<file path="src/rtl/prog_sequencer.sv">
// prog_sequencer
//   Stores a short program of W-bit words entered from the switch bus and
//   replays it, one word per core sample, into the external-data path.
//   Run, single-step and pause modes gate core advancement.
//
// Optional build macro:
//   SEQ_LOOP_EN - in RUN, DONE at the end of the program rewinds PC to 0 and
//                 keeps running instead of entering FINISH.
//
// Ports:
//   CLK        clock, all state sampled on rising edge
//   RSTb       synchronous active-low reset
//   IN_DATA    word to append to the program
//   LOAD       pulse: append IN_DATA (IDLE only)
//   CLEAR      pulse: return to IDLE; in IDLE erase the program
//   RUN        pulse: run continuously
//   STEP       pulse: execute one instruction
//   HALT       pulse: pause
//   WORD_REQ   core samples external data this cycle
//   DONE       core finished an instruction
//   DATA_OUT   word presented to the bus buffer (0 when not valid)
//   DATA_VALID DATA_OUT holds a program word
//   CORE_EN    core may advance this cycle
//   FIN        program completed
//   ERR        sticky error (overflow on load, underflow on serve)
//   WP_CNT     program length
//   PC         index of the next word to serve
module prog_sequencer #(
  parameter int DEPTH = 16,
  parameter int W     = 10,
  localparam int AW   = $clog2(DEPTH) + 1
) (
  input  logic          CLK,
  input  logic          RSTb,
  input  logic [W-1:0]  IN_DATA,
  input  logic          LOAD,
  input  logic          CLEAR,
  input  logic          RUN,
  input  logic          STEP,
  input  logic          HALT,
  input  logic          WORD_REQ,
  input  logic          DONE,
  output logic [W-1:0]  DATA_OUT,
  output logic          DATA_VALID,
  output logic          CORE_EN,
  output logic          FIN,
  output logic          ERR,
  output logic [AW-1:0] WP_CNT,
  output logic [AW-1:0] PC
);

  typedef enum logic [2:0] {
    S_IDLE   = 3'd0,
    S_RUN    = 3'd1,
    S_STEP   = 3'd2,
    S_PAUSE  = 3'd3,
    S_FINISH = 3'd4
  } state_t;

  state_t        state_q, state_d;
  logic [AW-1:0] wp_q, wp_d;
  logic [AW-1:0] rp_q, rp_d;
  logic          err_q, err_d;
  logic [W-1:0]  mem_q [DEPTH];

  logic active;
  logic valid;
  logic full;
  logic wr_en;
  logic consume;
  logic underflow;

  assign active    = (state_q == S_RUN) || (state_q == S_STEP);
  assign valid     = active && (rp_q < wp_q);
  assign full      = (wp_q == AW'(DEPTH));
  // CLEAR outranks LOAD, so a simultaneous LOAD is dropped.
  assign wr_en     = (state_q == S_IDLE) && LOAD && !CLEAR && !full;
  assign consume   = WORD_REQ && valid;
  assign underflow = WORD_REQ && active && !valid;

  always_comb begin
    state_d = state_q;
    wp_d    = wp_q;
    rp_d    = rp_q;
    err_d   = err_q;
    case (state_q)
      S_IDLE: begin
        if (CLEAR) begin
          wp_d  = '0;
          rp_d  = '0;
          err_d = 1'b0;
        end else begin
          if (LOAD) begin
            if (full) err_d = 1'b1;
            else      wp_d  = wp_q + AW'(1);
          end
          // An empty program cannot be started.
          if ((RUN || STEP) && (wp_q != '0)) begin
            rp_d    = '0;
            state_d = RUN ? S_RUN : S_STEP;
          end
        end
      end
      S_RUN, S_STEP: begin
        // Word consumption is independent of the mode change at this edge.
        if (consume)   rp_d  = rp_q + AW'(1);
        if (underflow) err_d = 1'b1;
        if (CLEAR) begin
          state_d = S_IDLE;
          rp_d    = '0;
          err_d   = 1'b0;
        end else if (HALT) begin
          state_d = S_PAUSE;
        end else if (DONE) begin
          if (state_q == S_RUN) begin
            if (rp_q == wp_q) begin
`ifdef SEQ_LOOP_EN
              rp_d = '0;
`else
              state_d = S_FINISH;
`endif
            end
          end else begin
            state_d = (rp_q == wp_q) ? S_FINISH : S_PAUSE;
          end
        end
      end
      S_PAUSE: begin
        if (CLEAR) begin
          state_d = S_IDLE;
          rp_d    = '0;
          err_d   = 1'b0;
        end else if (RUN) begin
          state_d = S_RUN;
        end else if (STEP) begin
          state_d = S_STEP;
        end
      end
      S_FINISH: begin
        if (CLEAR) begin
          state_d = S_IDLE;
          rp_d    = '0;
          err_d   = 1'b0;
        end
      end
      default: begin
        state_d = S_IDLE;
        rp_d    = '0;
      end
    endcase
  end

  always_ff @(posedge CLK) begin
    if (!RSTb) begin
      state_q <= S_IDLE;
      wp_q    <= '0;
      rp_q    <= '0;
      err_q   <= 1'b0;
    end else begin
      state_q <= state_d;
      wp_q    <= wp_d;
      rp_q    <= rp_d;
      err_q   <= err_d;
    end
  end

  // Program storage keeps its contents through reset.
  always_ff @(posedge CLK) begin
    if (wr_en) mem_q[wp_q[AW-2:0]] <= IN_DATA;
  end

  assign DATA_VALID = valid;
  assign DATA_OUT   = valid ? mem_q[rp_q[AW-2:0]] : '0;
  assign CORE_EN    = active;
  assign FIN        = (state_q == S_FINISH);
  assign ERR        = err_q;
  assign WP_CNT     = wp_q;
  assign PC         = rp_q;

endmodule

</file>
<file path="config.mk">
export PLATFORM = sky130hd
export DESIGN_NAME = prog_sequencer
export DESIGN_NICKNAME = d
export VERILOG_FILES = /design/src/rtl/prog_sequencer.sv
export SDC_FILE = /design/constraint.sdc
export NUM_CORES = 1
export LEC_CHECK = 0
export CAP_MARGIN = 5
export CORE_ASPECT_RATIO = 2
export CORE_MARGIN = 4
export CORE_UTILIZATION = 56
export CTS_BUF_LIST = sky130_fd_sc_hd__clkbuf_4 sky130_fd_sc_hd__clkbuf_8
export DETAILED_ROUTE_END_ITERATION = 8
export PLACE_DENSITY = 0.76
export SYNTH_ARGS = -nofsm -noshare
export SYNTH_HDL_FRONTEND = slang
export SYNTH_SLANG_ARGS = --single-unit
</file>
<file path="constraint.sdc">
create_clock -name CLK -period 2.59 [get_ports CLK]
set_input_delay 0.777 -clock CLK [delete_from_list [all_inputs] [get_ports CLK]]
set_output_delay 0.777 -clock CLK [all_outputs]
set_load 0.01 [all_outputs]
</file>
==> results.yml, run 1 <==
global_routing:
  overflow: 0
  grt_pass1_vias: 4539
  use_met2_pct: 43.8
  grt_pass1_wl_mm: 25.8
  grt_usage_pct: 23.1
  gr-max-usage-layer: "met2"
  grt_use_met1_pct: 24.4
  grt_antenna_before_repair: 0
  grt_max_degree: 41
  use_met3_pct: 4.61
logic_synthesis:
  syn-cell-area_um2: 7560
  ys_warn_count: 0
  synth_top_area_share_pct: 63.6
  synth_top_cells_by_area: "edfxtp_1 (64%), mux4_1 (9.4%), mux4_2 (6.9%)"
  yosys-top-cells-count: "edfxtp_1 (160), mux4_1 (27), nor2_1 (24)"
  syn_nets: 439
  synth_cell_types: 49
  synth.avg_cell_area_um2: 18.4
  synth_ff_type: "edfxtp_1"
  seq_area_frac_synth_pct: 68.4
  synthCells: 410
  synth-edff-count: 160
  yosysTopAreaCell: "edfxtp_1"
  yosys.cell_count.top_type: "edfxtp_1"
  async_flop_share_pct: 0
  synth-seq-cells: 178
place:
  hpwl_mm: 11.2
  io_buffers: 42
  place.gp.congestion: 0.868
  pre_cts_slack_ns: -0.544
  place_inst: 648
sta:
  holdWs_ns: 0.519
  tns_ns: -6.07
  final-hold-violation-count: 0
  rsz0062_at_grt: "true"
  finalCritPeriodShare_pct: 124
  worst_slack_ns: -0.627
  relSlewSlack_pct: 63.7
  tightest_slew_ns: 0.540
  fin_skew_ns: 0.00921
  setup_viol: 11
  slew_violations: 0
  fmax_mhz: 311
  min_period_ns: 3.22
drt:
  drtIter0Drc: 363
  drc: 0
  totalWireLength_mm: 16.8
  dr.pass1.iters: 5
  via_count: 4337
  wl_per_cell_um: 24.2
  drt-vias-per-instance: 6.26
  drtAntennaViolNets: 0
clocking:
  htree_levels: 4
  clk_latency_ns: 0.46
  numCtsBuffers: 17
  cts_tree: "done"
  clk_pin_slew_ns: 0.09
  clock_tree.buffer_depth: 2
  numClockSinks: 178
  cts-root-buf: "clkbuf_8"
run_status:
  violations: "negative setup slack"
  status: "finished, violations left"
flow_run:
  drv_cap: 0
worst_setup_path:
  critical-path-max-stage-delay_ns: 0.54
  cp-end-kind: "primary output"
  crit_type: "reg -> out"
  crit_chain: "buf_6, buf_16, mux4_2, mux4_2, nor2b_4, buf_6"
  worstPathMaxFanout: 5
  slowest_stage: "mux4_2"
  critPathLaunchType: "register"
  cp.arrival_ns: 2.44
  cp.required_ns: 1.81
floorplan:
  coreArea_um2: 13100
  dieArea_um2: 15500
  chipWidth_um: 90.1
  die_h_um: 172
  io_pins: 43
  rows: 59
  start_util_pct: 57.5
layout:
  fill_cells: 830
  area.growth.synth_to_final_pct: 21.8
  fin_cells: 693
  antenna_cells: 0
  final_core_util_pct: 70.0
  nNetsFinal: 557
  final_layout_size_suffix_gt1_share_pct: 34.8
power_and_ir_drop:
  p_leak_nw: 3.14
  pwr_density_cell_nw_per_um2: 706
  peakVddDrop_mv: 0.517
hold_path:
  min_path_type: "reg -> reg"
layout by cell type (no fill, tap or decap), types with 9 or more instances in the layout:
cell type        Yosys  final
dfxtp_1             18     15
nor2_1              24     24
buf_12               1     12
nor2b_4              9     10
ha_1                10      9
buf_4                0     54
mux4_2              23     49
clkdlybuf4s50_1      0     29
nand2_1             21     21
edfxtp_1           160    160
clkbuf_8             0     17
buf_6                4     14
what timing repair did:
| item | in CTS | in global routing |
|---|---|---|
| hold buffers | 0 | 0 |
| resized for setup | 98 | 5 |
| cloned | 5 | 0 |
| setup buffers | 9 | 0 |
| pin swaps | 4 | 0 |
| setup endpoints to repair | 12 | 12 |
power breakdown:
group	leakage, nW	switching (mW)	internal [mW]	total [mW]
registers	1.59	0.0386	3.20	3.24
logic	1.37	0.713	0.802	1.52
clock network	0.179	1.02	0.721	1.74
logic make-up (layout without fill, tap and decap cells):
family,after synthesis,in the layout,synth area share (%)
flip-flops,178,178,68.4
AND/OR/NAND/NOR,98,98,7.49
multiplexers,50,50,16.2
AO/OA/AOI/OAI,40,40,3.68
buffers and inverters,30,161,2.12
adder cells (fa/ha/maj),10,10,1.66
XOR/XNOR,4,4,0.464
final timing paths:
check	slack, ns	cells after the start	to	from
hold / removal	0.52	1	ERR	ERR
setup / recovery	-0.63	6	DATA_OUT[0]	register
hold reg to reg	0.52	1	ERR	ERR
setup reg to reg	0.17	9	mem_q[5][0]	WP_CNT[0]
through the flow:
| stage | power [mW] | instance area, um^2 |
|---|---|---|
| floorplan | 4.07 | 7570 |
| global placement | 4.53 | 8640 |
| detailed placement | 4.57 | 8640 |
| CTS | 6.55 | 9230 |
| global route | 6.79 | 9200 |
| finish | 6.50 | 9200 |
area by class of cell:
| class | instances | area [um^2] | area share (%) |
|---|---|---|---|
| Inverter | 12 | 47.5 | 0.517 |
| Clock inverter | 13 | 124 | 1.35 |
| Timing Repair Buffer | 117 | 1250 | 13.6 |
| Multi-Input combinational cell | 202 | 2170 | 23.6 |
| Sequential cell | 178 | 5170 | 56.2 |
| Tap cell | 152 | 190 | 2.07 |
| Clock buffer | 19 | 249 | 2.71 |
state kept, by name (all words and copies together) (netlist names), named ones only:
signal and count:
state_q 3, mem_q 160, PC 5, WP_CNT 5
ERR 1
layer usage:
| metal | part of all wire, % | up-vias |
|---|---|---|
| li1 | - | 1893 |
| met1 | 34 | 2187 |
| met2 | 57 | 212 |
| met3 | 5.2 | 45 |
| met4 | 4.1 | 0 |
| met5 | 0 | - |
worst max-delay path: cells and delay by family, from the launching register on:
kind,cells,cell delay (ns)
buffers and inverters,3,0.39
multiplexers,2,1.04
AND/OR/NAND/NOR,1,0.15
flip-flops,1,0.41
(Power assumes the default switching activity.)
==> run 2, diff against run 1 <==
CTS_BUF_LIST = sky130_fd_sc_hd__clkbuf_2 sky130_fd_sc_hd__clkbuf_4 sky130_fd_sc_hd__clkbuf_8   (was sky130_fd_sc_hd__clkbuf_4 sky130_fd_sc_hd__clkbuf_8)
==> results of run 2 <==
Same layout as run 1: the final DEF is identical, and so are final timing and power.
==> patch, RTL diff (settings of run 1) <==
Make the reset (`RSTb`) asynchronous in one clocked block. Comments in the files are not updated.
--- a/src/rtl/prog_sequencer.sv
+++ b/src/rtl/prog_sequencer.sv
@@ -150,7 +150,7 @@
     endcase
   end
 
-  always_ff @(posedge CLK) begin
+  always_ff @(posedge CLK or negedge RSTb) begin
     if (!RSTb) begin
       state_q <= S_IDLE;
       wp_q    <= '0;
Behaviour: differs if RSTb is asserted again (counterexample within 4 cycles, from zero or initial values and one cycle with RSTb low); with RSTb held inactive, the same outputs for 4 cycles.
==> patch against run 1 <==
The flow still finishes with violations (setup timing). Synthesized area is 1.0% lower. Critical path type unchanged. Setup slack better by 0.17 ns. Sequential cell count fell by 4. Global-route usage is 0.65 points higher. Routed wire length rose by 1.1%. Final area rose by 2.9%.
Power is not compared: it rests on default switching activity, and its combinational part moved more than twofold at a synthesized area within 25%.
==> patch: results (changes against run 1) <==
| Metric | Value |
|---|---|
| Place WS | -0.436 ns (+0.108 ns) |
| Register area share after synthesis | 68.9% (+0.56 points) |
| Final wirelength | 17.0 mm (+1.1%) |
| Routability cong. | 0.897 (+3.4%) |
| DR vias | 4416 (+1.8%) |
| Vias in the first global route | 4662 (+2.7%) |
| Crit Path Max Fanout | 3 (-2) |
| Violations in the final reports | setup timing |
| Synth top area cells | edfxtp_1 64%, mux4_2 12%, dfrtp_1 4.7% |
| Final setup fails | 11 (unchanged) |
| Placed Cells | 658 (+1.5%) |
| # nets final | 566 (+1.6%) |
| Vias per cell | 6.30 (+0.66%) |
| WHS Path Cells | 2 (+1) |
| Syn Inst Count | 432 (+5.4%) |
| Critical path's top delay family | compound AO/OA/AOI/OAI gates |
| Synth top cells by count | 160 x edfxtp_1, 40 x mux4_2, 33 x nand2_1 |
| Final worst slack | -0.461 ns (+0.166 ns) |
| 1st-iter DRT viols | 389 (+7.2%) |
| Syn nets | 461 (+5.0%) |
| Total track usage | 23.7% (+0.65 points) |
| Largest net degree at the start of global routing | 21 (-49%) |
| DP Wirelength | 11.4 mm (+2.0%) |
| Status | finished with violations |
| Slew HR | 51.3% (-12 points) |
## patch: cell count changes after synthesis, moves of 11 or more
cell      delta
nor2_1      -16
mux2i_1     +11
and2_1      +11
nand2_1     +12
mux4_1      -27
a211oi_1    +11
dfxtp_1     -18
mux4_2      +17
and3_1      +14
dfrtp_1     +14
## patch: final timing paths
| check | startpoint | to | slack (ns) |
|---|---|---|---|
| worst min-delay path | ERR | ERR | 0.60 |
| worst max register to register | WP_CNT[0] | state_q[0] | 0.26 |
| min in group asynchronous | RSTb | state_q[1] | 0.75 |
| worst min register to register | ERR | ERR | 0.60 |
| max in group asynchronous | RSTb | PC[0] | 1.33 |
| worst max-delay path | PC[2] | DATA_OUT[9] | -0.46 |
## patch: what timing repair did
action	CTS	global route
buffers inserted	10	0
endpoints found under the setup margin	13	12
gates cloned	5	0
resized for setup	88	8
pin swaps	11	7
## patch: routing by layer
layer	GRT usage (%)	up-vias	routed length, um
met3	4.33	52	893
li1	-	1946	-
met4	10.6	0	677
met2	44.8	188	9600
met5	0	-	0
met1	26.0	2230	5820
## patch: stage by stage
stage	TNS [ns]	power [mW]	hold slack (ns)	util, %
after global routing	-5.32	9.17	0.635	72.5
after floorplan	0	5.13	0.481	-
after CTS	-5.15	8.82	0.620	72.7
final	-4.47	8.71	0.603	72.5
after detailed placement	-4.30	6.34	0.593	66.8
after global placement	-3.60	6.28	0.566	66.8
## patch: cell type report
| cell class | instances | area, um2 |
|---|---|---|
| Sequential cell | 174 | 5160 |
| Clock inverter | 14 | 149 |
| Timing Repair Buffer | 110 | 1330 |
| Tap cell | 152 | 190 |
| Multi-Input combinational cell | 217 | 2340 |
| Fill cell | 771 | 3600 |
| Clock buffer | 17 | 234 |
| Inverter | 17 | 66.3 |
## patch: power breakdown
part           switching (mW)  leakage, nW  internal [mW]
Sequential             0.0637         1.62           3.19
Combinational            1.69         1.43           1.98
Clock                    1.08        0.186          0.716
## patch: worst min-delay path, cell delays in order, from the launching register on
cell and delay (ns):
dfrtp_1 0.41, inv_1 0.08, a221oi_1 0.09
## patch: cells by family after synthesis
logic type / after synthesis / synth area share (%)
AOI/OAI and AO/OA: 52 / 4.97
DFF: 174 / 68.9
and+or+nand+nor: 101 / 7.83
xor gates and xnor gates: 1 / 0.117
adders and majority gates: 10 / 1.67
buffers and inverters: 41 / 2.68
muxes: 53 / 13.8
